===== src/rtl/nn_ctrl_pkg.sv =====
// Shared constants for the NN accelerator control path: state encoding and default sizes.
package nn_ctrl_pkg;

  localparam int unsigned NN_MAX_LAYERS = 4;
  localparam int unsigned NN_LEN_W      = 8;

  localparam logic [2:0] ST_IDLE    = 3'd0;
  localparam logic [2:0] ST_LOAD    = 3'd1;
  localparam logic [2:0] ST_COMPUTE = 3'd2;
  localparam logic [2:0] ST_WRITE   = 3'd3;
  localparam logic [2:0] ST_FINISH  = 3'd4;

endpackage


===== src/rtl/nn_phase_counter.sv =====
// Beat counter for the LOAD/COMPUTE phases; wraps to zero on its own at the last beat.
module nn_phase_counter #(
  parameter int LEN_W = 8
) (
  input  logic             clk,
  input  logic             reset,
  input  logic             i_clear,
  input  logic             i_en,
  input  logic [LEN_W-1:0] i_len,
  output logic [LEN_W-1:0] o_cnt,
  output logic             o_last
);

  logic [LEN_W-1:0] r_cnt;

  // i_len is clamped to >= 1 upstream, so len-1 never underflows.
  assign o_last = (r_cnt == (i_len - LEN_W'(1)));
  assign o_cnt  = r_cnt;

  always_ff @(posedge clk) begin
    if (reset || i_clear) begin
      r_cnt <= '0;
    end else if (i_en) begin
      r_cnt <= o_last ? '0 : r_cnt + LEN_W'(1);
    end
  end

endmodule


===== src/rtl/nn_layer_sequencer.sv =====
// Multi-layer load/compute/write sequencer for the NN accelerator.
// Define NN_SEQ_ABORT_EN to add the abort input and aborted pulse output.
module nn_layer_sequencer
  import nn_ctrl_pkg::*;
#(
  parameter int MAX_LAYERS = NN_MAX_LAYERS,
  parameter int LAYER_W    = (MAX_LAYERS > 1) ? $clog2(MAX_LAYERS) : 1,
  parameter int LEN_W      = NN_LEN_W
) (
  input  logic               clk,
  input  logic               reset,
  input  logic               start,
  input  logic [LAYER_W:0]   num_layers,
  input  logic [LEN_W-1:0]   load_len,
  input  logic [LEN_W-1:0]   compute_len,
  input  logic               write_ack,
  output logic               busy,
  output logic               done,
  output logic               load_mat,
  output logic               computation,
  output logic               write_req,
  output logic [LAYER_W-1:0] layer_idx,
  output logic [LEN_W-1:0]   phase_cnt
`ifdef NN_SEQ_ABORT_EN
  ,
  input  logic               abort,
  output logic               aborted
`endif
);

  localparam logic [LAYER_W:0] MaxLayersV = (LAYER_W + 1)'(MAX_LAYERS);
  localparam logic [LAYER_W:0] OneLayer   = (LAYER_W + 1)'(1);
  localparam logic [LEN_W-1:0] OneBeat    = LEN_W'(1);

  logic [2:0]         r_state;
  logic [2:0]         w_state_next;
  logic [LAYER_W:0]   r_layers;
  logic [LEN_W-1:0]   r_load_len;
  logic [LEN_W-1:0]   r_comp_len;
  logic [LAYER_W-1:0] r_layer_idx;

  logic [LAYER_W:0]   w_layers_clamped;
  logic [LEN_W-1:0]   w_load_clamped;
  logic [LEN_W-1:0]   w_comp_clamped;
  logic [LEN_W-1:0]   w_phase_len;
  logic [LEN_W-1:0]   w_phase_cnt;
  logic               w_in_phase;
  logic               w_active;
  logic               w_last_beat;
  logic               w_last_layer;
  logic               w_abort;

  always_comb begin
    w_layers_clamped = num_layers;
    if (num_layers == '0) begin
      w_layers_clamped = OneLayer;
    end else if (num_layers > MaxLayersV) begin
      w_layers_clamped = MaxLayersV;
    end
  end

  assign w_load_clamped = (load_len == '0) ? OneBeat : load_len;
  assign w_comp_clamped = (compute_len == '0) ? OneBeat : compute_len;

  assign w_in_phase   = (r_state == ST_LOAD) || (r_state == ST_COMPUTE);
  assign w_active     = w_in_phase || (r_state == ST_WRITE);
  assign w_phase_len  = (r_state == ST_LOAD) ? r_load_len : r_comp_len;
  assign w_last_layer = ({1'b0, r_layer_idx} == (r_layers - OneLayer));

`ifdef NN_SEQ_ABORT_EN
  logic r_aborted;

  assign w_abort = abort && w_active;
  assign aborted = r_aborted;

  always_ff @(posedge clk) begin
    if (reset) begin
      r_aborted <= 1'b0;
    end else begin
      r_aborted <= w_abort;
    end
  end
`else
  assign w_abort = 1'b0;
`endif

  nn_phase_counter #(
    .LEN_W (LEN_W)
  ) u_phase_counter (
    .clk     (clk),
    .reset   (reset),
    .i_clear (w_abort),
    .i_en    (w_in_phase),
    .i_len   (w_phase_len),
    .o_cnt   (w_phase_cnt),
    .o_last  (w_last_beat)
  );

  always_comb begin
    w_state_next = r_state;
    case (r_state)
      ST_IDLE:    if (start) w_state_next = ST_LOAD;
      ST_LOAD:    if (w_last_beat) w_state_next = ST_COMPUTE;
      ST_COMPUTE: if (w_last_beat) w_state_next = ST_WRITE;
      ST_WRITE:   if (write_ack) w_state_next = w_last_layer ? ST_FINISH : ST_LOAD;
      ST_FINISH:  w_state_next = ST_IDLE;
      default:    w_state_next = ST_IDLE;
    endcase
    // Abort overrides any phase completion or write handshake in the same cycle.
    if (w_abort) begin
      w_state_next = ST_IDLE;
    end
  end

  always_ff @(posedge clk) begin
    if (reset) begin
      r_state     <= ST_IDLE;
      r_layers    <= OneLayer;
      r_load_len  <= OneBeat;
      r_comp_len  <= OneBeat;
      r_layer_idx <= '0;
    end else begin
      r_state <= w_state_next;
      if (w_abort) begin
        r_layer_idx <= '0;
      end else if ((r_state == ST_IDLE) && start) begin
        r_layers    <= w_layers_clamped;
        r_load_len  <= w_load_clamped;
        r_comp_len  <= w_comp_clamped;
        r_layer_idx <= '0;
      end else if ((r_state == ST_WRITE) && write_ack && !w_last_layer) begin
        r_layer_idx <= r_layer_idx + LAYER_W'(1);
      end
    end
  end

  assign busy        = w_active;
  assign done        = (r_state == ST_FINISH);
  assign load_mat    = (r_state == ST_LOAD);
  assign computation = (r_state == ST_COMPUTE);
  assign write_req   = (r_state == ST_WRITE);
  assign layer_idx   = r_layer_idx;
  assign phase_cnt   = w_phase_cnt;

endmodule


===== config.mk =====
export PLATFORM = sky130hd
export DESIGN_NAME = nn_layer_sequencer
export DESIGN_NICKNAME = d
export VERILOG_FILES = /design/src/rtl/nn_ctrl_pkg.sv /design/src/rtl/nn_phase_counter.sv /design/src/rtl/nn_layer_sequencer.sv
export SDC_FILE = /design/constraint.sdc
export NUM_CORES = 1
export LEC_CHECK = 0
export ABC_AREA = 0
export CORE_MARGIN = 2
export CORE_UTILIZATION = 50
export CTS_CLUSTER_DIAMETER = 100
export DETAILED_ROUTE_END_ITERATION = 6
export PLACE_DENSITY = 0.78
export SKIP_LAST_GASP = 1
export SLEW_MARGIN = 30
export SYNTH_ARGS = -nofsm -noshare
export SYNTH_HDL_FRONTEND = slang
export SYNTH_SLANG_ARGS = --single-unit
export TNS_END_PERCENT = 5

===== constraint.sdc =====
create_clock -name clk -period 3.1 [get_ports clk]
set_input_delay 0.31 -clock clk [delete_from_list [all_inputs] [get_ports clk]]
set_output_delay 0.31 -clock clk [all_outputs]
set_load 0.05 [all_outputs]

## After elaboration in Yosys (flattened, before gate mapping)

Cells that the tools add are included.

| word-level totals | value |
|---|---|
| bits in registers | 32 |
| bits in latches | 0 |
| memory bits (writable) | 0 |
| memory bits (read-only) | 0 |
| input bits | 23 |
| logic and storage cells | 45 |
| memories kept | 0 |

| cells by class | value |
|---|---|
| $add $sub $neg | 4 |
| multiply operators | 0 |
| divide/modulo/power cells | 0 |
| order comparisons | 1 |
| eq/ne operators | 10 |
| shift-type cells | 0 |
| muxes and demuxes | 12 |
| bitwise logic cells | 0 |
| reduce and logical (&&, ||, !) cells | 12 |

Operators with widths:

| cell | number |
|---|---|
| 8-bit 2-to-1 mux | 4 |
| 3-bit 2-to-1 mux | 7 |
| 8-bit logical NOT | 2 |
| 3-bit case mux with 4 select lines | 1 |
| 8-bit by 1-bit adder with 8-bit output, second input constant | 1 |
| 8-bit == test | 1 |
| 8-bit by 1-bit subtractor with 8-bit output, second input constant | 1 |
| 3-bit by 2-bit == test with 1-bit output, second input constant | 2 |
| 3-bit logical NOT | 2 |
| 2-bit by 1-bit != test with 1-bit output, second input constant | 2 |
| 2-bit != test, second input constant | 2 |
| 4-bit AND reduction | 1 |
| 2-bit by 3-bit == test with 1-bit output | 1 |
| 3-bit by 1-bit == test with 1-bit output, second input constant | 1 |
| 3-bit == test, second input constant | 1 |
| 3-bit greater-than comparator, second input constant | 1 |
| 1-bit logical AND | 3 |
| 3-bit by 1-bit subtractor with 3-bit output, second input constant | 1 |
| 2-bit by 1-bit adder with 2-bit output, second input constant | 1 |
| 1-bit logical OR | 2 |
| 2-bit OR reduction | 1 |
| 1-bit logical NOT | 1 |

## Depth between registers and ports, before layout

| logic depth | value |
|---|---|
| depth after elaboration | 6 |
| depth in mapped cells | 13 |
| gate-level depth less buffers | 10 |

## Hierarchy

Synthesis repeated with hierarchy kept, for this count alone.

| unflattened totals | value |
|---|---|
| cell total of the unflattened synthesis | 184 |
| area, all modules | 1771.7 µm² |

By module, submodules not included:

| module | instances | cells each | area an instance (µm²) | sequential area each (µm²) |
|---|---|---|---|---|
| nn_layer_sequencer | 1 | 107 | 1128.6 | 480.5 |
| nn_phase_counter | 1 | 77 | 643.1 | 160.2 |

## Worst setup path after synthesis

No wires, ideal clock.

| timing path | value |
|---|---|
| kind | reg-to-reg |
| start point | register r_state[0] |
| end point | register r_state[0] |
| setup time | 0.122 ns |
| arrival time | 2.634 ns |
| required time | 2.978 ns |
| path slack | 0.344 ns |
| cell stages (with the launch flop) | 13 |
| path buffers | 2 |
| cells stage by stage | dfxtp_1 -> buf_4 -> or3b_4 -> inv_6 -> buf_12 -> mux2i_1 -> ha_1 -> xor2_1 -> xnor2_1 -> nor3_2 -> nand3_1 -> or2_0 -> a311o_1 |

| between the ends | value |
|---|---|
| longest elaborated chain between the ends | 6 |
| elaborated cells on any way between the ends | 13 |
| those cells by class | 1 x add/sub; 8 x eq/ne; 2 x mux; 2 x reduce/logical |

Ends and longest elaborated chain:

| element | RTL line | source |
|---|---|---|
| from (decl) | nn_layer_sequencer.sv:35 | `logic [2:0] r_state;` |
| from (signal assigned) | nn_layer_sequencer.sv:123 | `r_state <= w_state_next;` |
| 3-bit by 1-bit == test with 1-bit output * | - |  |
| named net load_mat | nn_layer_sequencer.sv:19 | `output logic load_mat,` |
| 8-bit 2-to-1 mux | nn_layer_sequencer.sv:67 | `assign w_phase_len = (r_state == ST_LOAD) ? r_load_len : r_comp_len;` |
| 8-bit by 1-bit subtractor with 8-bit output | nn_phase_counter.sv:17 | `assign o_last = (r_cnt == (i_len - LEN_W'(1)));` |
| 8-bit == test | nn_phase_counter.sv:17 |  |
| 2-bit by 1-bit != test with 1-bit output (no line) | - |  |
| 4-bit AND reduction (no line) | - |  |

The timed path passes the listed nets; every way through them passes the cells marked *.
A chain may end at the register's enable or synchronous reset.

## Final worst setup path

| timing path | value |
|---|---|
| start point | register r_state[0] |
| end point | register r_state[0] |

| between the ends | value |
|---|---|
| longest elaborated chain between the ends | 6 |
| elaborated cells on any way between the ends | 13 |
| those cells by class | 1 x add/sub; 8 x eq/ne; 2 x mux; 2 x reduce/logical |

Ends and longest elaborated chain:

| element | RTL line |
|---|---|
| 3-bit by 1-bit == test with 1-bit output | nn_layer_sequencer.sv:67, nn_layer_sequencer.sv:101 |
| 8-bit 2-to-1 mux | nn_layer_sequencer.sv:67 |
| 8-bit by 1-bit subtractor with 8-bit output | nn_phase_counter.sv:17 |
| 8-bit == test | nn_phase_counter.sv:17 |
| 2-bit by 1-bit != test with 1-bit output (no line) | - |
| 4-bit AND reduction (no line) | - |

Parallel ways exist; a longest one is shown, timed or not.

==> key figures <==
STA
  • Final Cycle Share: 88.83%
  • RSZ-0062 raised after global routing: no
  • Max-slew violations: 0
  • Setup violators final: 0
  • Clock Skew: 0.004844 ns
  • Final Hold Fails: 0
  • Rel. slew slack: 49.51%
  • Peak Freq: 363.1 MHz
  • Slew @ Worst Pin: 0.7550 ns
  • Period minus WS final: 2.754 ns
  • Setup TNS: 0 ns
  • Fin Hold WS: 0.4579 ns

Detailed routing
  • Routed WL per cell: 12.78 µm
  • Drt drc: 0
  • First drt pass iteration count: 4
  • Vias per cell: 5.401
  • Routed Wire Length: 4243 µm
  • Initial DRC Count: 127
  • DRT antenna net count: 0
  • Via count of the routed design: 1,793

Power
  • Clock network power share: 21.8%
  • Reg power frac: 28.9%
  • Psw: 0.0007809 W
  • Net Sw Frac: 42.45%
  • Worst vdd ir: 492.3 µV
  • Pleak: 0.9016 nW
  • Power Internal: 0.001059 W
  • Comb power frac: 49.4%
  • P per Cell Area: 767.7 nW/µm²
  • Tot Pwr: 0.001839 W

Layout
  • Area of the multi-input gates: 1122 µm²
  • Register Area: 640.6 µm²
  • Antenna Cells: 0
  • Final core utilization: 65.94%
  • Synthesis-to-finish area growth: 27.58%
  • Layout fillers: 332
  • Layout cells sized above 1: 7.394%
  • Final-stage net count: 309

Clocking
  • Post-CTS Repair Setup Buffers: 0
  • Cts hold-fix bufs: 0
  • Buffer depth of the longest clock path: 2
  • CTS Buf Count: 5
  • Clock slew at reported path FFs: 0.07 ns
  • CTS tree: built
  • Total clock sinks: 32
  • H-tree Lvls: 2
  • Clk_lat worst skew: 0.29 ns
  • CTS Root Buffer Type: clkbuf_8
  • Post-CTS Resized: 0

Critical path
  • WP data arrival: 2.93 ns
  • Critical R2R Capture: r_state[0]
  • Cell class contributing the biggest share of worst-path delay: simple AND/OR/NAND/NOR gates
  • WS Path Type: reg2reg
  • Max stage delay on crit path: 0.43 ns
  • Crit path launch type: flip-flop
  • Reg2reg start: r_state[0]
  • Worst R2R Path Depth: 10
  • Worst path required time: 3.28 ns
  • Crit Path Max Fanout: 13
  • Worst path bufs/invs: 1
  • Crit end category: flip-flop
  • FF-to-FF setup slack: 0.35 ns
  • CP Cell Sequence: or3b_4 > inv_6 > mux2i_1 > ha_1 > xor2_1 > xnor2_1 > nor3_2 > nand3_1 > or2_0 > a311o_1
  • Crit-path slowest cell: or3b_4

Floorplanning
  • Core area: 3633 µm²
  • DIE WIDTH: 65.29 µm
  • Die area: 4262 µm²
  • I/O pin total: 38
  • Row count: 22
  • Initial Utilization: 51.69%
  • Die Height: 65.29 µm

Yosys
  • Synth Area in Compound Gates: 16.26%
  • Mux cell area share after synthesis: 3.198%
  • Post-Synth Simple-Gate Area: 30.05%
  • Xor and xnor area share after synthesis: 7.928%
  • Seq cells post-synth: 32
  • Register area share after synthesis: 34.11%
  • Post-Syn Instances: 246
  • Adder-cell share of the synthesized area: 1.999%
  • Synth warnings: 0
  • Yosys cell types: 42
  • Avg Cell Area, Syn: 7.634 µm²
  • Largest family of logic cells by synthesized area: simple AND/OR/NAND/NOR gates
  • Synthesized Nets: 272
  • EDFF count, synth: 0
  • Post-synthesis cell area: 1878 µm²
  • Primary FF master, synth: dfxtp_1
  • Asr flop ratio synth: 0%

Placed design
  • HPWL after DPL: 3244 µm
  • Port buffer count: 37
  • RD Place Congestion: 0.8372

Global route
  • Remaining Overflow, GRT: 0
  • Largest net degree at the start of global routing: 21
  • Vias in the first global route: 1,576
  • First-pass GRT wire length: 7369 µm
  • Tot GR Track Use: 21.88%
  • Initial antenna violation count: 0

Hold path
  • Worst min path class: reg2reg
  • Hold wc startpoint: r_layers[1]
  • Hold Path Stages: 2
  • Hold Path Sink: r_layers[1]

Run
  • Max-cap violations: 0

Run status
  • Run status: complete, no violations
power by group through the flow:
stage          clock network [W]  registers [W]  logic [W]
6_report                0.000400       0.000531   0.000908
4_1_cts                 0.000410       0.000530   0.000907
5_1_grt                 0.000430       0.000539    0.00101
2_1_floorplan                  0       0.000551   0.000684
3_3_place_gp                   0       0.000539   0.000889
3_5_place_dp                   0       0.000539   0.000905
placed cells by master (no fill, tap or decap), types with 2 or more instances in the layout:
cell type        synthesis  final
a31oi_1                  3      3
xor2_1                  10     10
nand2_1                 50     50
ha_1                     3      3
clkdlybuf4s50_1          0     37
o31ai_1                  2      2
o211ai_1                 5      5
nand3_1                  8      8
nor3_1                  14     14
o21a_1                   2      2
nor3b_1                  4      4
nand3b_1                 2      2
nor2_1                   9      9
a21oi_1                 24     24
nor4_1                   5      4
clkbuf_8                 0      5
and2_1                   4      4
and3_1                   2      2
dfxtp_1                 32     32
mux2i_1                  6      6
or2_2                    2      2
buf_4                    1      7
nor2b_1                  2      2
o21ai_0                  6      6
xnor2_1                  7      7
o22ai_1                  4      4
inv_1                    8      8
or4_1                    6      6
state kept, by name (all words and copies together), names as in the netlist:
name / cells
r_layers: 3
u_phase_counter.o_cnt: 8
layer_idx: 2
r_comp_len: 8
r_state: 3
r_load_len: 8
stage by stage:
stage,setup WS [ns],area (µm²),instances
3_5_place_dp,0.3564,2285,324
6_report,0.3462,2396,332
4_1_cts,0.3502,2396,332
3_3_place_gp,0.4713,2285,324
5_1_grt,0.1261,2396,332
2_1_floorplan,0.3437,1878,246
layout make-up:
type                            count  area share (%)
Timing Repair Buffer               44           17.65
Clock inverter                      3           1.775
Multi-Input combinational cell    191           46.84
Inverter                            9           1.619
Clock buffer                        5           2.872
Sequential cell                    32           26.74
Tap cell                           48           2.507
kinds of logic (layout without fill, tap and decap cells):
group / Yosys count / count (layout)
AO/OA/AOI/OAI: 51 / 51
adder cells (fa/ha/maj): 3 / 3
flip-flops: 32 / 32
XOR/XNOR: 17 / 17
AND/OR/NAND/NOR: 114 / 114
multiplexers: 6 / 6
buffers and inverters: 23 / 61
how the worst max path moves through the flow:
| stage | start | to | cells past startpoint |
|---|---|---|---|
| after detailed placement | r_state[0] | r_state[0] | 10 |
| after global placement | r_state[1] | r_state[0] | 10 |
| final | r_state[0] | r_state[0] | 10 |
| after CTS | r_state[0] | r_state[0] | 10 |
| after floorplan | r_state[0] | r_state[0] | 12 |
| after global routing | r_state[0] | r_state[0] | 10 |
worst min-delay path, cell delays in order (launching register included):
cell and delay (ns):
dfxtp_1 0.31, nand2_1 0.05, a21oi_1 0.05
cells in the mapped netlist, types with 2 or more instances:
master | count | share of area [%]
clkbuf_1 | 9 | 1.8
nand2_1 | 50 | 10
nand3_1 | 8 | 2.1
nor3_1 | 14 | 3.7
nor2b_1 | 2 | 0.67
o211ai_1 | 5 | 2.0
buf_2 | 2 | 0.53
a31oi_1 | 3 | 1.0
o31ai_1 | 2 | 0.80
nand3b_1 | 2 | 0.80
nor2_1 | 9 | 1.8
and2_1 | 4 | 1.3
xnor2_1 | 7 | 3.3
xor2_1 | 10 | 4.7
nor3b_1 | 4 | 1.6
and3_1 | 2 | 0.67
o22ai_1 | 4 | 1.3
dfxtp_1 | 32 | 34
inv_1 | 8 | 1.6
ha_1 | 3 | 2.0
mux2i_1 | 6 | 3.2
o21ai_0 | 6 | 1.6
o21a_1 | 2 | 0.80
or4_1 | 6 | 2.4
or2_2 | 2 | 0.67
nor4_1 | 5 | 1.7
a21oi_1 | 24 | 6.4
layer usage:
layer	vias up	GRT usage [%]	routed length [µm]
li1	936	-	-
met1	811	29.78	2064
met2	39	35.20	1961
met3	7	4.110	149
met4	0	6.510	68
met5	-	0	0
Power figures use the tool's default switching activity.
